==> config.mk <==
export PLATFORM = sky130hd
export DESIGN_NAME = hazard_sched
export DESIGN_NICKNAME = d
export VERILOG_FILES = /design/src/rtl/hazard_sched.sv
export SDC_FILE = /design/constraint.sdc
export NUM_CORES = 1
export LEC_CHECK = 0
export CAP_MARGIN = 20
export CORE_UTILIZATION = 45
export CTS_CLUSTER_SIZE = 28
export DETAILED_ROUTE_END_ITERATION = 8
export GPL_ROUTABILITY_DRIVEN = 0
export GPL_TIMING_DRIVEN = 0
export HOLD_SLACK_MARGIN = 0.06
export PLACE_DENSITY_LB_ADDON = 0.3
export SYNTH_ARGS = -nofsm -noshare
export SYNTH_HDL_FRONTEND = slang
export SYNTH_SLANG_ARGS = --single-unit
export TNS_END_PERCENT = 30
==> constraint.sdc <==
create_clock -name clk -period 2.14 [get_ports clk]
set_input_delay 0.321 -clock clk [delete_from_list [all_inputs] [get_ports clk]]
set_output_delay 0.321 -clock clk [all_outputs]
set_load 0.05 [all_outputs]
==> src/rtl/hazard_sched.sv <==
// Decode-stage hazard controller: forward selects, load/branch stalls, taken-branch
// flush, dmem freeze sequencing with watchdog, halt drain and a stall-cycle counter.
module hazard_sched #(
  parameter int MAX_FREEZE = 64,
  parameter int CNT_W      = 16
) (
  input  logic             clk,
  input  logic             rst,
  input  logic             id_valid,
  input  logic [2:0]       id_rs,
  input  logic [2:0]       id_rt,
  input  logic             id_uses_rs,
  input  logic             id_uses_rt,
  input  logic             id_early,
  input  logic             id_taken,
  input  logic             id_halt,
  input  logic             ex_valid,
  input  logic             ex_regwrite,
  input  logic             ex_memread,
  input  logic [2:0]       ex_rd,
  input  logic             mem_valid,
  input  logic             mem_regwrite,
  input  logic             mem_memread,
  input  logic [2:0]       mem_rd,
  input  logic             wb_valid,
  input  logic             wb_regwrite,
  input  logic [2:0]       wb_rd,
  input  logic             dmem_stall,
  output logic [1:0]       fwd_A,
  output logic [1:0]       fwd_B,
  output logic             stall_fe,
  output logic             bubble_idex,
  output logic             flush_ifid,
  output logic             freeze,
  output logic             halted,
  output logic             err,
  output logic [CNT_W-1:0] stall_cycles,
  output logic [1:0]       state_dbg
);

  // Control handshake: there is no valid/ready pair here; every output is a
  // per-cycle level that the pipeline samples at the next clk edge.

  typedef enum logic [1:0] {
    RUN    = 2'd0,
    FREEZE = 2'd1,
    DRAIN  = 2'd2,
    HALTED = 2'd3
  } state_t;

  state_t           state_q, state_d;
  state_t           ret_q, ret_d;
  state_t           eff;
  logic [7:0]       freeze_cnt_q, freeze_cnt_d;
  logic             err_q, err_d;
  logic [CNT_W-1:0] stall_q;

  logic ex_w, mem_alu, mem_ld, wb_w;
  logic a_mem, a_wb, b_mem, b_wb;
  logic haz_a, haz_b, haz;

  assign ex_w    = ex_valid & ex_regwrite;
  assign mem_alu = mem_valid & mem_regwrite & ~mem_memread;
  assign mem_ld  = mem_valid & mem_regwrite & mem_memread;
  assign wb_w    = wb_valid & wb_regwrite;

  assign a_mem = id_uses_rs & mem_alu & (mem_rd == id_rs);
  assign a_wb  = id_uses_rs & ~a_mem & wb_w & (wb_rd == id_rs);
  assign b_mem = id_uses_rt & mem_alu & (mem_rd == id_rt);
  assign b_wb  = id_uses_rt & ~b_mem & wb_w & (wb_rd == id_rt);

  assign fwd_A = {a_mem, a_wb};
  assign fwd_B = {b_mem, b_wb};

  // A load still in MEM can only be forwarded from WB, so early consumers wait on it too.
  assign haz_a = id_uses_rs & ((ex_w & (ex_rd == id_rs) & (ex_memread | id_early)) |
                               (mem_ld & (mem_rd == id_rs) & id_early));
  assign haz_b = id_uses_rt & ((ex_w & (ex_rd == id_rt) & (ex_memread | id_early)) |
                               (mem_ld & (mem_rd == id_rt) & id_early));
  assign haz   = id_valid & (haz_a | haz_b);

  always_comb begin
    state_d     = state_q;
    ret_d       = ret_q;
    stall_fe    = 1'b0;
    bubble_idex = 1'b0;
    flush_ifid  = 1'b0;
    freeze      = 1'b0;
    halted      = 1'b0;
    // A freeze cycle that ends behaves exactly like the state it interrupted.
    eff = (state_q == FREEZE) ? ret_q : state_q;
    if (eff != HALTED && dmem_stall) begin
      freeze  = 1'b1;
      state_d = FREEZE;
      ret_d   = eff;
    end else begin
      case (eff)
        RUN: begin
          stall_fe    = haz;
          bubble_idex = haz;
          flush_ifid  = id_valid & id_taken & ~haz;
          state_d     = (id_valid & id_halt & ~haz) ? DRAIN : RUN;
        end
        DRAIN: begin
          stall_fe    = 1'b1;
          bubble_idex = 1'b1;
          state_d     = (~ex_valid & ~mem_valid & ~wb_valid) ? HALTED : DRAIN;
        end
        HALTED: begin
          halted   = 1'b1;
          stall_fe = 1'b1;
          state_d  = HALTED;
        end
        default: state_d = RUN;
      endcase
    end
  end

  always_comb begin
    freeze_cnt_d = 8'd0;
    err_d        = err_q;
    if (freeze) begin
      freeze_cnt_d = (freeze_cnt_q == 8'hff) ? freeze_cnt_q : freeze_cnt_q + 8'd1;
      if (int'(freeze_cnt_q) + 1 >= MAX_FREEZE) err_d = 1'b1;
    end
  end

  always_ff @(posedge clk) begin
    if (!rst) begin
      state_q      <= RUN;
      ret_q        <= RUN;
      freeze_cnt_q <= 8'd0;
      err_q        <= 1'b0;
      stall_q      <= '0;
    end else begin
      state_q      <= state_d;
      ret_q        <= ret_d;
      freeze_cnt_q <= freeze_cnt_d;
      err_q        <= err_d;
      if (stall_fe && stall_q != {CNT_W{1'b1}}) stall_q <= stall_q + 1'b1;
    end
  end

  assign err          = err_q;
  assign stall_cycles = stall_q;
  assign state_dbg    = state_q;

endmodule

==> qor.yml <==
finish:
  nets: 323
  final_common_cell: "clkdlybuf4s50_1"
  final_layout_size_suffix_gt1_frac: 0.173
  seqCellArea_sq_um: 582
  fillers: 302
  final_cell_mix: "clkdlybuf4s50_1 (34), dfxtp_1 (28), nand2_1 (20)"
  multi_input_area_sq_um: 1190
  fin_util: 0.707
  area_growth_pct: 49.4
  diodes: 0
clocking:
  holdBufCountCts: 0
  clk_path_buf_depth: 2
  insertion_delay_ps: 280
  cts_tree: "yes"
  h-tree-depth: 2
  cts_root_buf: "clkbuf_8"
  clk_pin_slew_ps: 60
  clock-sinks: 29
  cts_made_buffers: 5
pwr:
  power.density_nw_per_um2: 458
  p_leak_nw: 0.980
  power_w: 0.00119
  vdd_drop_max_uv: 294
timing:
  setup_viol: 1
  clock_skew_ps: 6.73
  setup-tns-final_ps: -26.9
  finalCriticalPeriod_ps: 2170
  fmax_mhz: 461
  final.period_utilization: 1.01
  slew_headroom: 0.639
  hold_viol_final: 0
  worstMarginPinSlew_ps: 538
  rsz0062_at_grt: "yes"
  timing.final.ws_setup_ps: -26.9
  slew_violations: 0
floorplanning:
  fp.dieH_um: 64.3
  coreArea_sq_um: 3690
  std_cell_rows: 22
  dieArea_sq_um: 4130
  die_w_um: 64.3
  io_pins: 60
  start_util: 0.473
yosys:
  ys_ff_latch: 29
  ys_types: 42
  yosysWarnings: 0
  synth_edf_count: 0
  synth_area_per_cell_sq_um: 8.16
  syn_nets: 249
  syn_inst: 214
  synth-seq-area-share: 0.333
  syn_area_sq_um: 1750
  synth_top_area_share: 0.333
  synth_area_leaders: "dfxtp_1 (33%), xnor2_1 (8.0%), a21oi_1 (5.2%), nand2_1 (4.3%), o21ai_0 (3.7%)"
  synthArstFlopShare: 0
  ys.flop_type: "dfxtp_1"
  yosysTopAreaCell: "dfxtp_1"
global_route:
  antenna_found_initial: 0
  track_usage: 0.231
  overflow: 0
  grt_max_degree: 11
  grt_pass1_wl_um: 7490
  grt_pass1_vias: 1732
route:
  drt_pre_antenna_iters: 4
  num_vias: 1882
  wire_per_inst_um: 13.8
  drc_errors: 0
  postRouteAntennaNets: 0
  drt-total-wl_um: 4640
  drt_iter0_drc: 101
  viasPerCell: 5.58
hold_path:
  hold_path.class: "primary input to flop"
critical_path:
  crit_type: "primary input to primary output"
  crit_slowest_cell: "clkdlybuf4s50_1"
  cpPeakStageDelay_ps: 520
  path_cells: "clkdlybuf4s50_1 -> nand4_1 -> buf_4 -> a211oi_4 -> nor3_4 -> buf_4 -> inv_1 -> buf_6"
  end_kind: "primary output"
  critPathTopFamily: "buffers and inverters"
  crit_buf_inv: 5
  start_kind: "primary input"
  path_max_fanout: 10
  cp.arrival_ps: 1850
  required_ps: 1820
  cp_common_cell: "buf_4"
status:
  violations: "negative setup slack"
  outcome: "finished, violations left"
placement:
  io_buffers: 59
  dp_worst_setup_slack_ps: -1020
  hpwl_um: 3420
run:
  cap_violations: 0
## cell type report
type,instances,share of cell area
Multi-Input combinational cell,174,0.457
Timing Repair Buffer,67,0.241
Sequential cell,29,0.223
Clock buffer,6,0.0278
Tap cell,48,0.0230
Buffer,7,0.0178
Inverter,4,0.00576
Clock inverter,2,0.00384
## synth_stat cells, types with 2 or more instances
library cell  instances
nor3_1                6
nand2b_1              6
nand3_1              11
nand4_1              10
a21oi_1              18
buf_2                 2
nor2b_1               2
o21ai_0              13
or4_1                 3
nor2_1               15
inv_1                 4
buf_4                 4
dfxtp_1              29
xnor2_1              16
nand2_1              20
o31ai_1               3
xor2_1                6
or3_1                 9
mux2i_1               6
and3_1                3
nor4_1                3
a211oi_2              2
ha_1                  3
nand3b_1              2
## final timing paths
kind,cells past startpoint,to,startpoint,slack (ps)
max,8,stall_fe,mem_valid,-30
min,3,state_dbg[0],dmem_stall,440
min reg2reg,2,stall_cycles[13],stall_cycles[13],490
max reg2reg,7,stall_cycles[12],state_dbg[1],110
## flip-flops by register name (all words and copies together), names as in the netlist
register      cells
stall_cycles     16
state_dbg         2
ret_q             2
freeze_cnt_q      8
err               1
## power breakdown
group          switching, W  internal, W  total, W
Clock              0.000210     0.000225  0.000434
Sequential       0.00000701     0.000545  0.000552
Combinational      0.000110    0.0000981  0.000208
Total              0.000327     0.000868   0.00119
## worst register-to-register path, cell delays in order (launching register included)
cell and delay (ps):
dfxtp_2 350, o21ai_4 210, nand3b_4 150, a211oi_4 300
buf_4 180, o31ai_2 110, or4_1 510, a21oi_1 140
## stage by stage
stage | cells | hold WS, ps | cell area (sq um)
global placement | 321 | 474 | 2410
global route | 337 | 456 | 2610
detailed placement | 321 | 484 | 2410
floorplan | 214 | 442 | 1760
finish | 337 | 440 | 2610
CTS | 334 | 494 | 2560
## routing by layer
layer,track usage,part of all wire
met2,0.395,0.50
met4,0.0750,0.017
met5,0,0
met3,0.0554,0.045
met1,0.281,0.44
## kinds of logic (layout without fill, tap and decap cells)
| group | Yosys count | after routing | synth area share |
|---|---|---|---|
| buf+inv | 11 | 86 | 0.0337 |
| mux | 6 | 6 | 0.0344 |
| flops | 29 | 29 | 0.333 |
| simple gates | 96 | 96 | 0.292 |
| xor+xnor | 22 | 22 | 0.110 |
| fa+ha+maj | 3 | 3 | 0.0215 |
| compound gates | 47 | 47 | 0.175 |
## timing repair
item | CTS | global route
pin swaps | 8 | 17
gates resized for setup | 56 | 22
setup buffers | 5 | 3
setup endpoints to repair | 11 | 12
(Power assumes the default switching activity.)
